## src/rtl/vga_timing_gen.sv

```systemverilog
// rtl/vga_timing_gen.sv - VGA raster timing generator with colour/sync alignment stage
// Define VGA_TEST_PATTERN_EN to replace rgb_in with eight vertical colour bars.
module vga_timing_gen #(
  parameter int H_ACTIVE = 800,
  parameter int H_FP     = 56,
  parameter int H_SYNC   = 120,
  parameter int H_BP     = 64,
  parameter int V_ACTIVE = 600,
  parameter int V_FP     = 37,
  parameter int V_SYNC   = 6,
  parameter int V_BP     = 23,
  parameter int HS_POL   = 1,
  parameter int VS_POL   = 1,
  parameter int PIX_DIV  = 1,
  parameter int PIX_LAT  = 1,
  parameter int COLOR_W  = 4,
  parameter int HCW      = 11,
  parameter int VCW      = 10
) (
  input  logic                   MAX10_CLK1_50,
  input  logic                   RESET_N,
  output logic                   pix_req,
  output logic [HCW-1:0]         pixel_x,
  output logic [VCW-1:0]         pixel_y,
  output logic                   line_start,
  output logic                   frame_start,
  input  logic [3*COLOR_W-1:0]   rgb_in,
  output logic [COLOR_W-1:0]     VGA_R,
  output logic [COLOR_W-1:0]     VGA_G,
  output logic [COLOR_W-1:0]     VGA_B,
  output logic                   VGA_HS,
  output logic                   VGA_VS
);

  localparam int H_TOTAL = H_ACTIVE + H_FP + H_SYNC + H_BP;
  localparam int V_TOTAL = V_ACTIVE + V_FP + V_SYNC + V_BP;

  localparam logic [HCW-1:0] H_LAST = HCW'(H_TOTAL - 1);
  localparam logic [HCW-1:0] H_ACT  = HCW'(H_ACTIVE);
  localparam logic [HCW-1:0] HS_BEG = HCW'(H_ACTIVE + H_FP);
  localparam logic [HCW-1:0] HS_END = HCW'(H_ACTIVE + H_FP + H_SYNC);
  localparam logic [VCW-1:0] V_LAST = VCW'(V_TOTAL - 1);
  localparam logic [VCW-1:0] V_ACT  = VCW'(V_ACTIVE);
  localparam logic [VCW-1:0] VS_BEG = VCW'(V_ACTIVE + V_FP);
  localparam logic [VCW-1:0] VS_END = VCW'(V_ACTIVE + V_FP + V_SYNC);
  localparam logic [2:0]     DIV_LAST = 3'(PIX_DIV - 1);
  localparam logic           HS_ON = 1'(HS_POL);
  localparam logic           VS_ON = 1'(VS_POL);

  if (H_ACTIVE < 1 || V_ACTIVE < 1 || H_FP < 1 || H_SYNC < 1 || H_BP < 1 ||
      V_FP < 1 || V_SYNC < 1 || V_BP < 1) begin : g_bad_widths
    $error("vga_timing_gen: active, porch and sync widths must all be >= 1");
  end
  if (H_TOTAL > (1 << HCW) || V_TOTAL > (1 << VCW)) begin : g_bad_totals
    $error("vga_timing_gen: line/frame totals do not fit HCW/VCW");
  end
  if (PIX_DIV < 1 || PIX_DIV > 8 || PIX_LAT < 0 || PIX_LAT > 4) begin : g_bad_clocking
    $error("vga_timing_gen: PIX_DIV must be 1..8 and PIX_LAT 0..4");
  end

  logic [2:0]     div_q;
  logic [HCW-1:0] h_q;
  logic [VCW-1:0] v_q;
  logic           tick;

  assign tick = (div_q == DIV_LAST);

  always_ff @(posedge MAX10_CLK1_50 or negedge RESET_N) begin
    if (!RESET_N) begin
      div_q <= '0;
      h_q   <= '0;
      v_q   <= '0;
    end else begin
      div_q <= tick ? 3'd0 : div_q + 3'd1;
      if (tick) begin
        if (h_q == H_LAST) begin
          h_q <= '0;
          v_q <= (v_q == V_LAST) ? '0 : v_q + VCW'(1);
        end else begin
          h_q <= h_q + HCW'(1);
        end
      end
    end
  end

  logic act_raw, hs_raw, vs_raw;

  assign act_raw = (h_q < H_ACT) && (v_q < V_ACT);
  assign hs_raw  = (h_q >= HS_BEG) && (h_q < HS_END);
  assign vs_raw  = (v_q >= VS_BEG) && (v_q < VS_END);

  // Counters sit at zero during reset, so the strobes are gated to stay quiet there.
  assign pix_req     = RESET_N && tick && act_raw;
  assign line_start  = RESET_N && tick && (h_q == '0);
  assign frame_start = line_start && (v_q == '0);
  assign pixel_x     = h_q;
  assign pixel_y     = v_q;

`ifdef VGA_TEST_PATTERN_EN
  localparam int PW = 6;
`else
  localparam int PW = 3;
`endif

  logic [PW-1:0] pipe_in;
  logic [PW-1:0] tap;

`ifdef VGA_TEST_PATTERN_EN
  logic [HCW+2:0] hx8;
  logic [2:0]     bar_raw;

  assign hx8     = {h_q, 3'b000};
  assign bar_raw = 3'(hx8 / (HCW+3)'(H_ACTIVE));
  assign pipe_in = {bar_raw, act_raw, hs_raw, vs_raw};
`else
  assign pipe_in = {act_raw, hs_raw, vs_raw};
`endif

  // The output register is the last stage; tap feeds it PIX_LAT clocks after the counters.
  if (PIX_LAT == 0) begin : g_no_delay
    assign tap = pipe_in;
  end else begin : g_delay
    logic [PW-1:0] dl [PIX_LAT];

    always_ff @(posedge MAX10_CLK1_50 or negedge RESET_N) begin
      if (!RESET_N) begin
        for (int i = 0; i < PIX_LAT; i++) dl[i] <= '0;
      end else begin
        dl[0] <= pipe_in;
        for (int i = 1; i < PIX_LAT; i++) dl[i] <= dl[i-1];
      end
    end

    assign tap = dl[PIX_LAT-1];
  end

  logic [3*COLOR_W-1:0] colour;

`ifdef VGA_TEST_PATTERN_EN
  assign colour = {{COLOR_W{tap[5]}}, {COLOR_W{tap[4]}}, {COLOR_W{tap[3]}}};
`else
  assign colour = rgb_in;
`endif

  always_ff @(posedge MAX10_CLK1_50 or negedge RESET_N) begin
    if (!RESET_N) begin
      VGA_R  <= '0;
      VGA_G  <= '0;
      VGA_B  <= '0;
      VGA_HS <= ~HS_ON;
      VGA_VS <= ~VS_ON;
    end else begin
      {VGA_R, VGA_G, VGA_B} <= tap[2] ? colour : '0;
      VGA_HS <= tap[1] ? HS_ON : ~HS_ON;
      VGA_VS <= tap[0] ? VS_ON : ~VS_ON;
    end
  end

endmodule

```

## config.mk

```make
export PLATFORM = sky130hd
export DESIGN_NAME = vga_timing_gen
export DESIGN_NICKNAME = d
export VERILOG_FILES = /design/src/rtl/vga_timing_gen.sv
export SDC_FILE = /design/constraint.sdc
export NUM_CORES = 1
export LEC_CHECK = 0
export CORE_MARGIN = 2
export CORE_UTILIZATION = 45
export DETAILED_ROUTE_END_ITERATION = 12
export GPL_ROUTABILITY_DRIVEN = 0
export GPL_TIMING_DRIVEN = 0
export PLACE_DENSITY = 0.75
export SKIP_CTS_REPAIR_TIMING = 1
export SLEW_MARGIN = 20
export SYNTH_ARGS = -nofsm -noshare
export SYNTH_HDL_FRONTEND = slang
export SYNTH_SLANG_ARGS = --single-unit
```

## constraint.sdc

```tcl
create_clock -name MAX10_CLK1_50 -period 5.9 [get_ports MAX10_CLK1_50]
set_input_delay 0.59 -clock MAX10_CLK1_50 [delete_from_list [all_inputs] [get_ports MAX10_CLK1_50]]
set_output_delay 0.59 -clock MAX10_CLK1_50 [all_outputs]
set_load 0.01 [all_outputs]
```

==> flow_summary.yaml <==
synth:
  synthesis.area_mm2: 0.00196
  avgSynthCellArea_um2: 10.4
  ys_types: 36
  yosys_warnings: 0
  yosysTopAreaCellShare_pct: 52.3
  synth_seq_area_share_pct: 52.3
  syn_nets: 210
  synth_area_leader_cell: "dfrtp_1"
  synth_seq_cells: 41
  synthCells: 188
  synth_area_leaders: "dfrtp_1 (52%), ha_1 (5.1%), nand3_1 (4.3%)"
finish:
  stdcell_count: 300
  syn2layout_area_growth_pct: 35.7
  n_antenna_cell: 0
  fin_nets: 269
  drive_above_1_share_pct: 9.27
  final_area_mm2: 0.00266
sta:
  period_share_pct: 52.3
  slew_violations: 0
  skew_ps: 5.19
  hold_viol_final: 0
  rsz0062_at_grt: "false"
  tightestPinTransition_ps: 914
  slew_headroom_pct: 38.5
  fin_tns_setup_ps: 0
  fmaxAchievable_mhz: 324
  setup_viol: 0
  layout_min_cycle_time_ps: 3080
setup_path:
  crit_chain: "inv_1 -> ha_1 -> nor2b_1 -> nand3_1 -> nor3_1 -> and4_1 -> clkdlybuf4s50_1"
  cp_top_family: "simple AND/OR/NAND/NOR gates"
  slowest_stage: "clkdlybuf4s50_1"
  endpoint_kind: "output port"
  startpoint_type: "register"
  required_ps: 5310
  path_max_fanout: 6
  crit_arrival_ps: 2490
  crit_buf_inv: 2
  worstSetupPathType: "reg2out"
  critPathMaxStageDelay_ps: 530
grt:
  gr-total-overflow: 0
  antenna_found_initial: 0
  grt_pass1_wl_um: 7160
  grt_max_degree: 23
  grt_pass1_vias: 1551
  grt_usage_pct: 18.3
route:
  ant_nets: 0
  vias: 1597
  drc_errors: 0
  firstDrtPassIters: 4
  wl_per_cell_um: 13.7
  routed_wl_um: 4110
  vias_per_cell: 5.32
  drt_iter0_drc: 87
power:
  p_leak_nw: 1.12
  vdd_ir_drop_max_v: 0.0000883
  cellPowerDensity_mw_per_mm2: 195
  p_total_mw: 0.519
placement:
  portBuffers: 51
  placed_cells: 292
  hpwl_um: 2910
  placed_area_mm2: 0.00256
clocking:
  numCtsBuffers: 5
  clock-sinks: 41
  clkTransAtPathRegs_ps: 80
  cts_buffer_depth: 2
  cts_max_level: 2
  cts_tree: "yes"
  root_buffer: "clkbuf_8"
  clock_latency_ps: 290
floorplan:
  design.die.area_mm2: 0.00490
  start_util_pct: 46.0
  ioPinCount: 52
  fp.dieH_um: 70.0
  die_w_um: 70.0
  core_mm2: 0.00426
  num_rows: 24
outcome:
  status: "completed"
flow_run:
  maxCapViolations: 0
hold_path:
  hp-class: "in2async"
==> cell usage in the layout (no fill, tap or decap), drive strengths merged <==
cell type,n
nor2,7
nand2,14
nand4,2
nor4bb,2
and2,13
mux2,2
ha,8
and3,3
nand2b,2
xnor2,6
o22ai,1
clkdlybuf4s50,50
o311ai,1
xor2,3
nor4b,1
nor2b,1
or3b,1
dfrtp,41
and4,2
a31oi,1
or2,1
or3,5
or4,2
a21oi,9
nor3,9
nand3,17
buf,5
nand4bb,1
nor4,5
clkinv,1
o21ai,11
clkbuf,10
inv,10
mux2i,1
==> registers in the layout, indices dropped and copies added (netlist names) <==
register    count
VGA_VS          1
pixel_y        10
pixel_x        11
VGA_HS          1
VGA_G           4
div_q           3
g_delay.dl      3
VGA_B           4
VGA_R           4
==> per-layer routing <==
metal | routed length, µm | track usage (%) | share of wire (%) | vias to the layer above
met4 | 85 | 7.91 | 2.1 | 0
met5 | 0 | 0 | 0 | -
li1 | - | - | - | 772
met2 | 1870 | 26.7 | 46 | 67
met3 | 268 | 5.77 | 6.5 | 10
met1 | 1880 | 25.2 | 46 | 748
==> worst register-to-register path, stage by stage, from the launching register on <==
cell,delay [ps]
dfrtp_1,390
buf_6,140
or4_4,540
nor4_2,770
nand2_1,150
o311ai_1,290
==> per-stage QoR <==
| stage | hold WS, ps | util [%] | setup WS (ps) |
|---|---|---|---|
| global route | 296 | 62.4 | 2640 |
| detailed placement | 335 | 60.0 | 2830 |
| floorplan | 294 | - | 3720 |
| CTS | 274 | 62.4 | 2780 |
| global placement | 333 | 59.5 | 1530 |
| finish | 266 | 62.4 | 2820 |
==> synthesized netlist by cell type <==
| master | n |
|---|---|
| nor3_1 | 7 |
| and2_1 | 13 |
| or4_4 | 2 |
| nor4b_1 | 1 |
| nor4bb_1 | 2 |
| nand3_1 | 17 |
| dfrtp_1 | 41 |
| and3_1 | 3 |
| o22ai_1 | 1 |
| mux2_2 | 2 |
| nand4bb_1 | 1 |
| clkbuf_1 | 3 |
| nor2_1 | 7 |
| buf_6 | 2 |
| or3_2 | 1 |
| a21oi_1 | 9 |
| nor2b_1 | 1 |
| nor4_1 | 4 |
| xor2_1 | 3 |
| a31oi_1 | 1 |
| xnor2_1 | 6 |
| nand2_1 | 14 |
| nand4_1 | 2 |
| o311ai_1 | 1 |
| or3b_2 | 1 |
| ha_1 | 8 |
| and4_1 | 2 |
| o21ai_0 | 11 |
| nand2b_1 | 2 |
| inv_1 | 10 |
| buf_8 | 1 |
| nor3_2 | 2 |
| mux2i_1 | 1 |
| nor4_2 | 1 |
| or2_2 | 1 |
| or3_1 | 4 |
==> logic make-up after synthesis <==
family                     count (synthesis)  share of synthesized area, %
and+or+nand+nor                           88                          26.3
xor gates and xnor gates                   9                          4.02
adders and majority gates                  8                          5.11
DFF                                       41                          52.3
muxes                                      3                          1.66
buffers and inverters                     16                          4.40
AOI/OAI and AO/OA                         23                          6.19
==> final timing paths <==
| kind | from | end | slack, ps | depth (start not counted) |
|---|---|---|---|---|
| worst max-delay path | div_q[0]$_DFF_PN0_ | frame_start | 2820 | 7 |
| worst min-delay path | RESET_N | pixel_y[2]$_DFFE_PN0P_ | 270 | 1 |
| worst max register to register | pixel_x[7]$_DFFE_PN0N_ | pixel_y[9]$_DFFE_PN0P_ | 3530 | 5 |
| worst min register to register | g_delay.dl[0]$_DFF_PN0_ | VGA_VS$_DFF_PN0_ | 350 | 0 |
| max in group asynchronous | RESET_N | div_q[2]$_DFF_PN0_ | 5150 | 2 |
| min in group MAX10_CLK1_50 | g_delay.dl[0]$_DFF_PN0_ | VGA_VS$_DFF_PN0_ | 350 | 0 |
==> cell type report <==
| class | instances | area (µm²) |
|---|---|---|
| Fill cell | 363 | 1600 |
| Sequential cell | 41 | 1030 |
| Multi-Input combinational cell | 131 | 848 |
| Timing Repair Buffer | 52 | 533 |
| Clock buffer | 7 | 96.3 |
| Tap cell | 52 | 65.1 |
| Buffer | 6 | 48.8 |
| Inverter | 10 | 37.5 |
| Clock inverter | 1 | 5.00 |
==> power breakdown <==
group | leakage (nW) | internal (mW) | switching [mW]
clock network | 0.0542 | 0.106 | 0.0975
logic | 0.544 | 0.0187 | 0.0117
registers | 0.525 | 0.285 | 0.00102
No activity file was read; power rests on OpenSTA's default activity.
==> RTL change 1, RTL diff (config.mk and constraints unchanged) <==
`VS_POL`: 1 -> 0.
--- a/src/rtl/vga_timing_gen.sv
+++ b/src/rtl/vga_timing_gen.sv
@@ -12,3 +12,3 @@
   parameter int HS_POL   = 1,
-  parameter int VS_POL   = 1,
+  parameter int VS_POL   = 0,
   parameter int PIX_DIV  = 1,
Formal check against the unedited RTL: not equivalent (Yosys sat finds a counterexample within 4 cycles, from zero or initial values and one cycle with RESET_N low).
==> RTL change 1 against the original RTL <==
- utilization is 2.3 points higher
- sequential cell count stayed put
- non-clock buffer count is 1 higher
- largest power group unchanged
- hold slack worse by 0.11 ns
- largest cell class unchanged
- clock skew is 0.00097 ns lower
- via count is 2.9% lower
- global-route usage is 0.94 points lower
- wire length is 1.9% lower
- area after synthesis is 0.45% lower
- setup slack better by 0.079 ns
- design area is 0.71% lower
- sequential power hardly changed
- total power is 0.76% lower
==> RTL change 1: results (changes against the original RTL) <==
metric,value,unit,change
outcome,finished clean,,
postPlaceCellArea,2540,um2,-0.73%
synthTopCellsByArea,"dfrtp_1 51%, ha_1 5.1%, and2_1 3.8%, nor2_1 2.7%, nand3_1 2.6%",,
muxShareOfSynthArea,1.60,%,-0.057 points
cp_top_family,buffers and inverters,,
tightest_slew,0.592,ns,-0.322 ns
drt-vias-per-instance,5.22,,-1.9%
drive_gt1_share,6.88,%,-2.4 points
wl_met2,1730,um,-7.5%
dp_hpwl,2880,um,-1.2%
dr_wl_met3,255,um,-4.9%
dp_slack,3.15,ns,+0.318 ns
peakVddDrop,0.133,mV,+50%
p_seq_share,55.5,%,+0.5 points
drtIter0Drc,63,,-28%
synth-compound-area-share,8.91,%,+2.7 points
synthAdderAreaFrac,5.13,%,+0.023 points
period_share,50.9,%,-1.3 points
timing.rr.start,pixel_x[0],,
use_met2,25.8,%,-0.85 points
nNetsFinal,268,,-0.37%
r2r_slack,4.00,ns,+0.47 ns
synth_cell_types,41,,+14%
synth_seq_area_share,52.6,%,+0.30 points
grt_pass1_wl,6810,um,-4.9%
cp.arrival,2.41,ns,-0.08 ns
grt.met3_usage,4.91,%,-0.87 points
met1_length,1980,um,+5.1%
grt_pass1_vias,1425,,-8.1%
synth_common_cells,"40 x dfrtp_1, 14 x nor2_1, 12 x and2_1, 12 x nand2_1, 11 x inv_1",,
hold_slack,0.158,ns,-0.108 ns
worstRegToRegCells,6,,+1
p_leak,1.11,nW,-1.1%
r2r_end,pixel_x[10],,
synth_xor_xnor_area_share,4.04,%,+0.018 points
power_switching,107,uW,-3.2%
crit_path_max_fanout,9,,+3
grt_max_degree,34,,+48%
wire_per_inst,13.6,um,-0.91%
RTL change 1: cell types whose count changed in the layout (fill, tap and decap cells not counted), sizes merged, moves of 3 or more:
cell | unedited run | this run
nor2 | 7 | 14
a211oi | 0 | 4
nand3 | 17 | 11
or3 | 5 | 0
nor3 | 9 | 2
nand4 | 2 | 5
a21oi | 9 | 4
RTL change 1: worst max-delay path by stage:
stage                        to  cells after the start
floorplan           frame_start                      6
global placement    frame_start                      4
detailed placement  frame_start                      5
CTS                 frame_start                      7
global route        frame_start                      7
finish              frame_start                      7
RTL change 1: area by class of cell:
type	count	area (um2)
buffer	7	28.8
clock buffer	7	96.3
clock inverter	1	5.00
fill	343	1450
inverter	11	41.3
multi-input combinational	128	855
sequential	41	1030
tap	50	62.6
timing repair buffer	52	526
RTL change 1: through the flow:
step | instances | utilization, %
2_1_floorplan | 187 | -
4_1_cts | 297 | 64.6
3_5_place_dp | 289 | 62.2
3_3_place_gp | 288 | 61.8
5_1_grt | 297 | 64.6
6_report | 297 | 64.6
==> RTL change 2, RTL diff (config.mk and constraints unchanged) <==
Made on the original files. Register the input `rgb_in` before use. The logic sees it one clock later.
--- a/src/rtl/vga_timing_gen.sv
+++ b/src/rtl/vga_timing_gen.sv
@@ -48,2 +48,8 @@
   localparam logic           VS_ON = 1'(VS_POL);
+
+  logic [3*COLOR_W-1:0] rgb_q;
+
+  always_ff @(posedge MAX10_CLK1_50) begin
+    rgb_q <= rgb_in;
+  end
 
@@ -141,3 +147,3 @@
 `else
-  assign colour = rgb_in;
+  assign colour = rgb_q;
 `endif
Check against the original RTL: not equivalent (a bounded check fails within 4 cycles, from zero or initial values and one cycle with RESET_N low).
==> RTL change 2 against the original RTL <==
- sequential cell count increased by 12
- wire length increased by 4.9%
- die area rose by 11%
- total power is 20% higher
- area after synthesis is 11% higher
- clock skew grew 0.0031 ns
- hold slack lost 0.081 ns
- setup slack worse by 0.049 ns
- count of clock-buffer cells in the layout stayed put
- clock power grew 9%
- design area is 8.2% higher
==> RTL change 2: results (changes against the original RTL) <==
metric,value,unit,change
diodes,0,,unchanged
drt-vias-per-instance,5.21,,-2.1%
synth.top_cell.area_share,47.0,%,-5.3 points
cts_made_buffers,5,,unchanged
grt_max_degree,31,,+35%
synth_seq_area_share,58.0,%,+5.7 points
p_leak,1.26,nW,+12%
firstDrtPassIters,4,,unchanged
outcome,finished clean,,
synthAdderAreaFrac,4.59,%,-0.52 points
yosysWarnings,0,,unchanged
wl,4310,um,+4.9%
synth_cell_types,44,,+22%
grt_pass1_vias,1582,,+2.0%
cp.arrival,2.54,ns,+0.05 ns
cp_top_family,simple AND/OR/NAND/NOR gates,,
yosys.area.top_type,dfrtp_1,,
grt_pass1_wl,7450,um,+4.0%
dp_slack,3.12,ns,+0.285 ns
peakVddDrop,0.166,mV,+88%
synthTopCellsByArea,"dfrtp_1 47%, dfxtp_1 11%, ha_1 4.6%, and2_1 3.4%, nand2_1 2.6%",,
drtIter0Drc,104,,+20%
cts_buffer_depth,2,,unchanged
critPathSlowestCell,or4_4,,
nNetsFinal,272,,+1.1%
slowest_delay,0.58,ns,+0.05 ns
synth_common_cells,"41 x dfrtp_1, 15 x nand2_1, 12 x and2_1, 12 x dfxtp_1, 10 x o21ai_0",,
cts_root_buf,clkbuf_8,,
tightest_slew,0.602,ns,-0.312 ns
clock_skew,0.00829,ns,+0.00310 ns
htreeDepth,2,,unchanged
muxShareOfSynthArea,1.03,%,-0.63 points
synth_xor_xnor_area_share,3.21,%,-0.81 points
crit_type,reg2out,,
cts.clk_slew.worst_paths,0.09,ns,
clock_latency,0.30,ns,
antenna_found_initial,0,,unchanged
crit_path_max_fanout,7,,+1
hold_class,in2async,,
grt_usage,18.0,%,-0.35 points
timing.rr.start,pixel_x[7],,
synth-compound-area-share,7.86,%,+1.7 points
dp_hpwl,3140,um,+7.8%
largest_register_ffs,12,,+1
syn_nets,213,,+1.4%
drive_gt1_share,9.56,%,+0.29 points
io_buffer_count,51,,unchanged
ys_async_sr_fraction,77.4,%,-23 points
RTL change 2: cell count changes in the layout (fill, tap and decap cells not counted), moves of 2 or more:
cell      delta
dfxtp_1     +12
a21o_1       +4
a21oi_1      -6
or4_1        +2
xnor2_1      -3
nand3_1     -10
a211oi_1     +2
inv_1        -2
clkbuf_8     -2
or3_1        -2
nor4_1       -2
xor2_1       +2
nor3b_1      +2
nor4bb_1     -2
RTL change 2: path summary, 6_finish.rpt:
path | endpoint | slack (ns) | depth (start not counted)
min in group MAX10_CLK1_50 | VGA_HS | 0.35 | 0
max reg2reg | pixel_y[9] | 3.58 | 4
max in group asynchronous | pixel_y[6] | 5.26 | 2
min reg2reg | VGA_HS | 0.35 | 0
min | VGA_B[1] | 0.18 | 1
max | frame_start | 2.77 | 5
RTL change 2: per-layer routing:
layer,up-vias,wire length [um],GRT usage [%]
li1,779,-,-
met1,755,1870,23.6
met2,49,2050,27.7
met3,6,339,6.72
met4,0,55,5.45
met5,-,0,0
RTL change 2: logic make-up (layout without fill, tap and decap cells):
kind of cell,after synthesis,count (layout)
buffers and inverters,14,74
XOR/XNOR,8,8
flip-flops,53,53
AO/OA/AOI/OAI,27,27
multiplexers,2,2
AND/OR/NAND/NOR,79,79
adder cells (fa/ha/maj),8,8
RTL change 2: final cells by class:
cell class                 instances  area [um2]
buffer                             6        45.0
clock buffer                       7        97.6
clock inverter                     1        5.00
fill                             406        1810
inverter                           8        30.0
multi-input combinational        124         841
sequential                        53        1270
tap                               54        67.6
timing repair buffer              52         526
RTL change 2: power by group:
part	switching, mW	total, mW	internal (mW)
registers	0.00198	0.372	0.370
clock network	0.112	0.221	0.109
logic	0.0121	0.0302	0.0181
total	0.126	0.623	0.497
RTL change 2: worst register-to-register path: stages (launching register included):
cell and delay (ns):
dfrtp_1 0.46, or4_4 0.59, nor4_4 0.53, nand2_1 0.21, o311ai_0 0.40
RTL change 2: metrics by stage:
step | hold slack [ns] | cell area (um2) | cells
final | 0.184 | 2880 | 305
after global routing | 0.197 | 2880 | 305
after CTS | 0.186 | 2880 | 305
after detailed placement | 0.336 | 2780 | 297
after global placement | 0.332 | 2760 | 296
after floorplan | 0.294 | 2180 | 191
